File: src/rtl/tribus_scanner.sv
// Scanner for tri-state sources on one shared bus: enables one source at a time with a
// break-before-make gap, samples the bus and hands each word out over valid/ready.
// Optional macro CHANGE_ONLY_EN: suppress words equal to the last value seen from that source.
module tribus_scanner #(
  parameter int W      = 4,
  parameter int NSRC   = 4,
  parameter int SETTLE = 1
) (
  input  logic            CLK,
  input  logic            CLR,
  input  logic            START,
  input  logic [NSRC-1:0] MASK,
  input  logic [W-1:0]    BUS,
  output logic [NSRC-1:0] OE,
  output logic [W-1:0]    DOUT,
  output logic [2:0]      DSRC,
  output logic            DVALID,
  input  logic            DREADY,
  output logic            BUSY,
  output logic            DONE,
  output logic [1:0]      DBG_STATE
);

  // Handshake: a word transfers on a rising edge where DVALID && DREADY; DOUT, DSRC and
  // DVALID stay frozen while DVALID=1 and DREADY=0.

  typedef enum logic [1:0] {
    S_IDLE  = 2'd0,
    S_GAP   = 2'd1,
    S_DRIVE = 2'd2,
    S_HOLD  = 2'd3
  } state_e;

  state_e          state_q, state_d;
  logic [NSRC-1:0] mask_q, mask_d;
  logic [2:0]      sel_q, sel_d;
  logic [2:0]      cnt_q, cnt_d;
  logic [W-1:0]    dout_q, dout_d;
  logic [2:0]      dsrc_q, dsrc_d;
  logic            dvalid_q, dvalid_d;
  logic            done_q, done_d;

  logic [NSRC-1:0] sel_oh;
  logic [NSRC-1:0] rem_mask;
  logic            last_cyc;
  logic            drop;

  function automatic logic [2:0] lowest(input logic [NSRC-1:0] m);
    lowest = 3'd0;
    for (int i = NSRC - 1; i >= 0; i--) begin
      if (m[i]) lowest = 3'(i);
    end
  endfunction

  assign sel_oh   = {{(NSRC-1){1'b0}}, 1'b1} << sel_q;
  assign rem_mask = mask_q & ~sel_oh;
  assign last_cyc = (cnt_q == 3'(SETTLE));

`ifdef CHANGE_ONLY_EN
  localparam int SW = (NSRC > 1) ? $clog2(NSRC) : 1;

  logic [W-1:0]    hist_q [NSRC];
  logic [NSRC-1:0] seen_q;
  logic [SW-1:0]   sel_idx;

  assign sel_idx = sel_q[SW-1:0];
  assign drop    = seen_q[sel_idx] && (hist_q[sel_idx] == BUS);

  always_ff @(posedge CLK or negedge CLR) begin
    if (!CLR) begin
      seen_q <= '0;
      for (int i = 0; i < NSRC; i++) hist_q[i] <= '0;
    end else if (state_q == S_DRIVE && last_cyc && !drop) begin
      hist_q[sel_idx] <= BUS;
      seen_q[sel_idx] <= 1'b1;
    end
  end
`else
  assign drop = 1'b0;
`endif

  always_comb begin
    state_d  = state_q;
    mask_d   = mask_q;
    sel_d    = sel_q;
    cnt_d    = cnt_q;
    dout_d   = dout_q;
    dsrc_d   = dsrc_q;
    dvalid_d = dvalid_q;
    done_d   = 1'b0;
    case (state_q)
      S_IDLE: begin
        if (START) begin
          if (|MASK) begin
            mask_d  = MASK;
            sel_d   = lowest(MASK);
            state_d = S_GAP;
          end else begin
            done_d = 1'b1;
          end
        end
      end
      S_GAP: begin
        cnt_d   = 3'd0;
        state_d = S_DRIVE;
      end
      S_DRIVE: begin
        if (!last_cyc) begin
          cnt_d = cnt_q + 3'd1;
        end else if (!drop) begin
          dout_d   = BUS;
          dsrc_d   = sel_q;
          dvalid_d = 1'b1;
          state_d  = S_HOLD;
        end else begin
          // Suppressed word: retire this source exactly as an accepted one would be.
          mask_d = rem_mask;
          if (|rem_mask) begin
            sel_d   = lowest(rem_mask);
            state_d = S_GAP;
          end else begin
            state_d = S_IDLE;
            done_d  = 1'b1;
          end
        end
      end
      S_HOLD: begin
        if (DREADY) begin
          dvalid_d = 1'b0;
          mask_d   = rem_mask;
          if (|rem_mask) begin
            sel_d   = lowest(rem_mask);
            state_d = S_GAP;
          end else begin
            state_d = S_IDLE;
            done_d  = 1'b1;
          end
        end
      end
      default: state_d = S_IDLE;
    endcase
  end

  always_ff @(posedge CLK or negedge CLR) begin
    if (!CLR) begin
      state_q  <= S_IDLE;
      mask_q   <= '0;
      sel_q    <= 3'd0;
      cnt_q    <= 3'd0;
      dout_q   <= '0;
      dsrc_q   <= 3'd0;
      dvalid_q <= 1'b0;
      done_q   <= 1'b0;
    end else begin
      state_q  <= state_d;
      mask_q   <= mask_d;
      sel_q    <= sel_d;
      cnt_q    <= cnt_d;
      dout_q   <= dout_d;
      dsrc_q   <= dsrc_d;
      dvalid_q <= dvalid_d;
      done_q   <= done_d;
    end
  end

  // OE decodes from registered state only, so reset releases the bus without a clock.
  always_comb begin
    OE = '1;
    if (state_q == S_DRIVE) OE = ~sel_oh;
  end

  assign DOUT      = dout_q;
  assign DSRC      = dsrc_q;
  assign DVALID    = dvalid_q;
  assign BUSY      = (state_q != S_IDLE);
  assign DONE      = done_q;
  assign DBG_STATE = state_q;

endmodule

File: config.mk
export PLATFORM = sky130hd
export DESIGN_NAME = tribus_scanner
export DESIGN_NICKNAME = d
export VERILOG_FILES = /design/src/rtl/tribus_scanner.sv
export SDC_FILE = /design/constraint.sdc
export NUM_CORES = 1
export LEC_CHECK = 0
export CAP_MARGIN = 10
export CORE_ASPECT_RATIO = 1.2
export CORE_MARGIN = 4
export CORE_UTILIZATION = 40
export DETAILED_ROUTE_END_ITERATION = 10
export PLACE_DENSITY = 0.74
export SYNTH_ARGS = -nofsm -noshare
export SYNTH_HDL_FRONTEND = slang
export SYNTH_SLANG_ARGS = --single-unit
export TNS_END_PERCENT = 30
File: constraint.sdc
create_clock -name CLK -period 3.8 [get_ports CLK]
set_clock_uncertainty 0.05 [all_clocks]
set_input_delay 0.38 -clock CLK [delete_from_list [all_inputs] [get_ports CLK]]
set_output_delay 0.38 -clock CLK [all_outputs]
set_load 0.005 [all_outputs]
==> results.rst, run 1 <==
.. list-table::
   :header-rows: 1

   * - Metric
     - Value
   * - Worst vdd rail ir drop
     - slightly above 0.3 mV
   * - CP peak stage delay
     - 0.69 ns
   * - First-pass detailed-route iteration total
     - 5
   * - Synth top area share
     - roughly two fifths
   * - Number of max-slew violations in the final report
     - 0
   * - Syn_nets
     - 142
   * - Aggregate global routing overflow
     - 0
   * - Hold WC Path Type
     - reg -> reg
   * - Final net count
     - 168
   * - Max-capacitance violation count
     - 0
   * - Bufs and invs on worst path
     - 1
   * - Number of hold buffers added after cts
     - 0
   * - Signal arrival time at the worst endpoint
     - around 2.5 ns
   * - Total negative setup slack
     - 0 ns
   * - Outcome
     - finished, final reports clean
   * - Pin count of the biggest net entering global routing
     - 20
   * - Post-synthesis instance area
     - about 1200 um2
   * - Insertion delay to the later sink of the worst-skew pair
     - 0.30 ns
   * - Leak
     - 0.6279 nW
   * - Area of the die
     - around 4000 um2
   * - Maximum net fanout on the critical path
     - 7
   * - Critical-path cell list
     - inv_1 > ha_1 > nor2b_4 > a2111oi_1 > o21ai_0 > a22o_1
   * - Number of setup violations in the final report
     - 0
   * - I/O pin cnt
     - 28
   * - Starting utilization of the core area
     - between 40% and 50%
   * - Worst-case hold slack
     - approximately 0.44 ns
   * - Clock tree from TritonCTS
     - yes
   * - Required time of the worst setup path
     - 3.95 ns
   * - Final wirelength
     - 2.939 mm
   * - Post-synth EDFFs
     - 0
   * - Synth Instances
     - around 120
   * - CTS clock-pin slew for the worst setup and hold paths
     - 0.11 ns
   * - Clock Sink Count
     - 19
   * - Share of synthesized flip-flops with an asynchronous set or reset
     - 100.0%
   * - Number of global-route vias before repair
     - 1047
   * - Library cell contributing the largest single delay on the critical path
     - sky130_fd_sc_hd__a2111oi_1
   * - Share of final-layout standard cells stronger than drive strength 1
     - approximately 11%
   * - Detail Route Antenna Nets
     - 0
   * - Final design area excluding fillers
     - between 1500 and 2000 um2
   * - Cell Pwr Density
     - 795.9 nW/um2
   * - Most common cell after layout, fill and taps aside
     - sky130_fd_sc_hd__clkdlybuf4s50_1
   * - Flip-flop and latch count after synthesis
     - 19
   * - Post-CTS Setup Bufs
     - 0
   * - Global routing met2 resource utilization
     - around 30%
   * - Row cnt
     - 21
   * - Overall die width
     - about 58 um
   * - Final worst slack
     - 1.481 ns
   * - Clock H-tree levels
     - 1
   * - Vias per Instance
     - 5.967
   * - Final cell count without fillers
     - between 150 and 200
   * - Post-synth cell types
     - 41
   * - Slew Limit Headroom
     - between 40% and 50%
   * - Chip height
     - approximately 68 um
   * - Core area
     - 2838 um2
   * - Peak-usage layer in the global routing report
     - met2
   * - Wire length per cell after detailed routing
     - roughly 16 um
   * - Crit path kind
     - reg -> reg
   * - Final RePlAce weighted congestion
     - 0.8034
   * - # placed instances
     - 178
   * - Cell taking the most area after synthesis
     - sky130_fd_sc_hd__dfrtp_1
   * - Post-detailed-placement cell area
     - 1483 um2
   * - Max Freq
     - 431.3 MHz
   * - Final core utilization
     - a little over half
   * - Number of antenna violations at the first check in global routing
     - 0
   * - Cells taking the most area after synthesis
     - sky130_fd_sc_hd__dfrtp_1 39%, sky130_fd_sc_hd__ha_1 7.3%, sky130_fd_sc_hd__mux2_2 6.5%
   * - Post-Syn Area per Cell
     - 9.806 um2
   * - Remaining DRCs
     - 0
   * - Buffer depth of the longest clock path
     - 2
   * - Dominant register cell in the synthesized netlist
     - sky130_fd_sc_hd__dfrtp_1
   * - Area added between synthesis and finish
     - 25.10%
   * - Count of port buffers added during placement
     - 26
   * - Crit path capture type
     - flop
   * - Resized cells post-CTS
     - 0
   * - Pre-CTS worst setup slack
     - 1.509 ns
   * - Antenna diode count
     - 0
   * - Final hold violations
     - 0
   * - Time the final worst path needs with I/O delays and setup
     - ~2.3 ns
   * - Unrepaired setup endpoints after global routing
     - false
   * - Synth warnings
     - 0
   * - Post-synthesis sequential area ratio
     - between 30% and 40%
   * - Global-route track usage on met1
     - 18.56%
   * - Top library cells by usage in the layout, fill and taps aside
     - 26 x sky130_fd_sc_hd__clkdlybuf4s50_1, 19 x sky130_fd_sc_hd__dfrtp_1, 11 x sky130_fd_sc_hd__o21ai_0
   * - Period utilisation layout
     - 61.02%
   * - Overall global routing resource usage
     - between 10% and 20%
   * - Global-route track usage on met3
     - 1.887%
   * - Global-route wire length before repair
     - 4.961 mm
   * - Drt first-iter violations
     - 71
   * - Slew at the pin closest to its max-slew limit
     - 0.8690 ns
   * - Count of vias placed by the detailed router
     - 1086
   * - Number of buffers inserted during clock tree synthesis
     - 3
   * - CP Launch Type
     - flop
   * - Total power
     - 1.201 mW
   * - Clock root cell
     - sky130_fd_sc_hd__clkbuf_4
   * - HPWL Detailed
     - 2.257 mm
   * - Largest delay contributor family on the critical path
     - compound AO/OA/AOI/OAI gates
cell usage after synthesis, types with 2 or more instances:
library cell	n
sky130_fd_sc_hd__mux2_2	7
sky130_fd_sc_hd__nand2_1	10
sky130_fd_sc_hd__nor4_1	2
sky130_fd_sc_hd__nor2b_1	3
sky130_fd_sc_hd__inv_1	8
sky130_fd_sc_hd__o2bb2ai_1	2
sky130_fd_sc_hd__nand3_1	4
sky130_fd_sc_hd__a22o_1	4
sky130_fd_sc_hd__buf_2	3
sky130_fd_sc_hd__a211oi_1	2
sky130_fd_sc_hd__nor2_1	8
sky130_fd_sc_hd__nand2b_1	3
sky130_fd_sc_hd__dfrtp_1	19
sky130_fd_sc_hd__ha_1	7
sky130_fd_sc_hd__o21ai_0	11
sky130_fd_sc_hd__a21oi_1	5
where the power goes:
part | switching (mW) | internal [mW]
Combinational | 0.330 | 0.365
Sequential | 0.107 | 0.292
Clock | 0.0657 | 0.0410
worst reg2reg max path: cells and delay by family (launching register included):
kind | cells | cell delay [ns]
AOI/OAI and AO/OA | 3 | 1.13
adders and majority gates | 1 | 0.31
buffers and inverters | 1 | 0.11
DFF | 1 | 0.44
and+or+nand+nor | 1 | 0.17
final cells by class:
type | count | area, um2
Fill cell | 261 | 1329
Multi-Input combinational cell | 91 | 674.4
Sequential cell | 19 | 475.5
Timing Repair Buffer | 26 | 260.3
Tap cell | 34 | 42.54
Inverter | 8 | 30.03
Clock buffer | 4 | 26.28
final timing paths:
check	from	endpoint	slack, ns	cells past startpoint
hold reg to reg	DSRC[1]	DSRC[1]	0.44	2
setup / recovery	DBG_STATE[0]	mask_q[3]	1.48	6
min in group asynchronous	CLR	cnt_q[2]	0.51	1
max in group asynchronous	CLR	DOUT[3]	2.66	1
hold / removal	DSRC[1]	DSRC[1]	0.44	2
setup reg to reg	DBG_STATE[0]	mask_q[3]	1.48	6
state kept, by name, indices dropped and copies added (netlist names):
signal and cells:
DVALID 1, cnt_q 3, sel_q 2, DSRC 2
DONE 1, DOUT 4, DBG_STATE 2, mask_q 4
cell families after synthesis:
| family | after synthesis | share of synthesized area, % |
|---|---|---|
| xor+xnor | 1 | 0.7263 |
| mux | 8 | 7.366 |
| simple gates | 37 | 17.01 |
| other cells | 1 | 0.3109 |
| fa+ha+maj | 7 | 7.261 |
| compound gates | 37 | 23.24 |
| flops | 19 | 39.42 |
| buf+inv | 13 | 4.668 |
per-layer routing:
metal / vias to the layer above / wire length (um)
met5: - / 0
met4: 0 / 124
met3: 18 / 183
met2: 68 / 1499
met1: 508 / 1132
li1: 492 / -
Power figures use the tool's default switching activity.
==> inputs of run 2 (changes only) <==
Settings changed: PLACE_DENSITY 0.74 to 0.77.
Clock period 3.8 ns to 1.9 ns, I/O delays scaled along.
==> run 2 against run 1 <==
The flow now finishes with violations (setup timing). Sequential share of layout area down 4.3 points. Register-to-register slack worse by 1.5 ns. Sequential power up 87%. Count of clock-buffer cells in the layout down 1. Clock power up 100%. First-iteration DRC count down 31%. Cell count up 14%. Combinational power rose to 2.6 times the previous value. Maximum frequency up 19%. Cell area up 16%. Critical endpoint is now sel_q[0]. Largest power group unchanged.
==> results.rst, run 2 (synthesized netlist as in run 1, its figures left out) <==
.. list-table::
   :header-rows: 1

   * - Metric
     - Value
   * - Outcome
     - finished with violations (was finished, final reports clean)
   * - Violations in the final reports
     - setup timing
   * - Pre-CTS worst setup slack
     - -0.05228 ns (was 1.509 ns)
   * - Final core utilization
     - 61.68% (was 53.17%)
   * - Final worst slack
     - -0.04728 ns (was 1.481 ns)
   * - Clock root cell
     - sky130_fd_sc_hd__clkbuf_4 (unchanged)
   * - Beginning of the worst register-to-register path
     - DBG_STATE[1] (was DBG_STATE[0])
   * - Aggregate global routing overflow
     - 0 (unchanged)
   * - Number of setup violations in the final report
     - 2 (was 0)
   * - Number of antenna violations at the first check in global routing
     - 0 (unchanged)
   * - Crit path kind
     - reg -> reg (unchanged)
   * - Number of buffers inserted during clock tree synthesis
     - 3 (unchanged)
   * - Clock Sink Count
     - 19 (unchanged)
   * - Hold WC Path Type
     - in -> async (was reg -> reg)
   * - Global-route wire length before repair
     - 4.905 mm (was 4.961 mm)
   * - Period utilisation layout
     - 102.5% (was 61.02%)
   * - CP Launch Type
     - flop (unchanged)
   * - Maximum net fanout on the critical path
     - 6 (was 7)
   * - Overall die width
     - 58.13 um (unchanged)
   * - Count of vias placed by the detailed router
     - 1119 (was 1086)
   * - Most common cell after layout, fill and taps aside
     - sky130_fd_sc_hd__buf_4 (was sky130_fd_sc_hd__clkdlybuf4s50_1)
   * - Time the final worst path needs with I/O delays and setup
     - 1.947 ns (was 2.319 ns)
   * - Signal arrival time at the worst endpoint
     - 2.12 ns (was 2.47 ns)
   * - Final net count
     - 193 (was 168)
   * - Buffer depth of the longest clock path
     - 2 (unchanged)
   * - Worst-case hold slack
     - 0.1655 ns (was 0.4433 ns)
   * - Number of cell instances on the worst register-to-register path
     - 6 (unchanged)
   * - Insertion delay to the later sink of the worst-skew pair
     - 0.30 ns (about the same)
   * - Count of port buffers added during placement
     - 26 (unchanged)
   * - Total negative setup slack
     - -0.04972 ns (was 0 ns)
   * - Vias per Instance
     - 5.406 (was 5.967)
   * - Crit path capture type
     - flop (unchanged)
   * - Worst vdd rail ir drop
     - 1.016 mV (was 0.3051 mV)
   * - Share of final-layout standard cells stronger than drive strength 1
     - 30.64% (was 11.49%)
   * - Final hold violations
     - 0 (unchanged)
   * - Core area
     - 2838 um2 (unchanged)
   * - Clock tree from TritonCTS
     - yes (unchanged)
   * - Endpoint of the worst-slack reg-to-reg timing path
     - sel_q[0] (was mask_q[3])
   * - Top library cells by usage in the layout, fill and taps aside
     - 25 x sky130_fd_sc_hd__buf_4, 21 x sky130_fd_sc_hd__clkdlybuf4s50_1, 18 x sky130_fd_sc_hd__dfrtp_1 (was 26 x sky130_fd_sc_hd__clkdlybuf4s50_1, 19 x sky130_fd_sc_hd__dfrtp_1, 11 x sky130_fd_sc_hd__o21ai_0)
   * - Remaining DRCs
     - 0 (unchanged)
   * - Area of the die
     - 3962 um2 (unchanged)
   * - Number of global-route vias before repair
     - 1096 (was 1047)
   * - First-pass detailed-route iteration total
     - 4 (was 5)
   * - Final design area excluding fillers
     - 1750 um2 (was 1509 um2)
   * - Unrepaired setup endpoints after global routing
     - true (was false)
   * - Row cnt
     - 21 (unchanged)
   * - Minimum setup slack among reg-to-reg paths
     - -0.05 ns (was 1.48 ns)
   * - Wire length per cell after detailed routing
     - 14.44 um (was 16.15 um)
   * - Post-detailed-placement cell area
     - 1668 um2 (was 1483 um2)
   * - # placed instances
     - 201 (was 178)
   * - Required time of the worst setup path
     - 2.07 ns (was 3.95 ns)
   * - Clock H-tree levels
     - 1 (unchanged)
   * - Chip height
     - 68.16 um (unchanged)
   * - Pin count of the biggest net entering global routing
     - 20 (unchanged)
   * - CTS clock-pin slew for the worst setup and hold paths
     - 0.12 ns (was 0.11 ns)
   * - Leak
     - 0.7507 nW (was 0.6279 nW)
   * - Antenna diode count
     - 0 (unchanged)
   * - Max-capacitance violation count
     - 0 (unchanged)
   * - Number of max-slew violations in the final report
     - 0 (unchanged)
   * - Final cell count without fillers
     - 207 (was 182)
   * - Overall global routing resource usage
     - 16.17% (was 16.10%)
   * - HPWL Detailed
     - 2.205 mm (was 2.257 mm)
   * - Starting utilization of the core area
     - 42.50% (unchanged)
   * - Max Freq
     - 513.5 MHz (was 431.3 MHz)
   * - Final wirelength
     - 2.990 mm (was 2.939 mm)
   * - Final RePlAce weighted congestion
     - 0.8324 (was 0.8034)
   * - Area added between synthesis and finish
     - 45.12% (was 25.10%)
   * - Drt first-iter violations
     - 49 (was 71)
   * - Total power
     - 2.798 mW (was 1.201 mW)
   * - I/O pin cnt
     - 28 (unchanged)
   * - Cell Pwr Density
     - 1598 nW/um2 (was 795.9 nW/um2)
   * - Detail Route Antenna Nets
     - 0 (unchanged)
==> run 2: changes by cell type in the layout (fill, tap and decap cells not counted), moves of 2 or more <==
cell / before / now
sky130_fd_sc_hd__inv_2: 0 / 2
sky130_fd_sc_hd__clkdlybuf4s50_1: 26 / 21
sky130_fd_sc_hd__dlygate4sd2_1: 0 / 4
sky130_fd_sc_hd__inv_1: 8 / 6
sky130_fd_sc_hd__ha_1: 7 / 4
sky130_fd_sc_hd__buf_4: 0 / 25
sky130_fd_sc_hd__ha_4: 0 / 3
==> run 2: cell type report <==
cell class	instances	area [um2]
inverters	8	30.03
fillers	246	1087
repair buffers	51	445.4
clock inverters	1	5.005
well taps	34	42.54
flip-flops and latches	19	476.7
clock buffers	3	22.52
multi-input cells	91	728.2
==> run 2: where the power goes <==
part / internal (mW) / switching [mW] / leakage (nW)
logic: 1.02 / 0.812 / 0.500
registers: 0.587 / 0.160 / 0.233
clock network: 0.0785 / 0.137 / 0.0177
==> run 2: what timing repair did <==
item,CTS,global route
setup endpoints to repair,10,10
pin swaps,0,5
setup buffers,1,1
resized for setup,8,6
hold buffers,0,0
cloned,0,0
==> run 2: how the worst max path moves through the flow <==
stage | slack [ns] | to | startpoint | cells past startpoint
2_1_floorplan | 0.0007 | sel_q[0] | DBG_STATE[0] | 6
6_report | -0.05 | sel_q[0] | DBG_STATE[1] | 6
4_1_cts | -0.01 | sel_q[0] | DBG_STATE[0] | 6
3_5_place_dp | -0.05 | sel_q[0] | DBG_STATE[0] | 5
3_3_place_gp | -0.03 | mask_q[0] | MASK[0] | 7
5_1_grt | -0.12 | sel_q[0] | DBG_STATE[0] | 6
==> run 2: metal layers <==
metal | wire [um] | share of wire [%] | vias up | global-route usage, %
met1 | 1261 | 42 | 516 | 18.65
li1 | - | - | 553 | -
met2 | 1464 | 49 | 42 | 28.67
met3 | 194 | 6.5 | 8 | 3.208
met4 | 70 | 2.3 | 0 | 7.536
met5 | 0 | 0 | - | 0
==> run 2: critical path: stages, from the launching register on <==
cell                       delay, ns
sky130_fd_sc_hd__dfrtp_1        0.44
sky130_fd_sc_hd__ha_4           0.18
sky130_fd_sc_hd__buf_4          0.11
sky130_fd_sc_hd__nor2_1         0.05
sky130_fd_sc_hd__a2111o_1       0.43
sky130_fd_sc_hd__or3_4          0.36
sky130_fd_sc_hd__o31ai_2        0.25
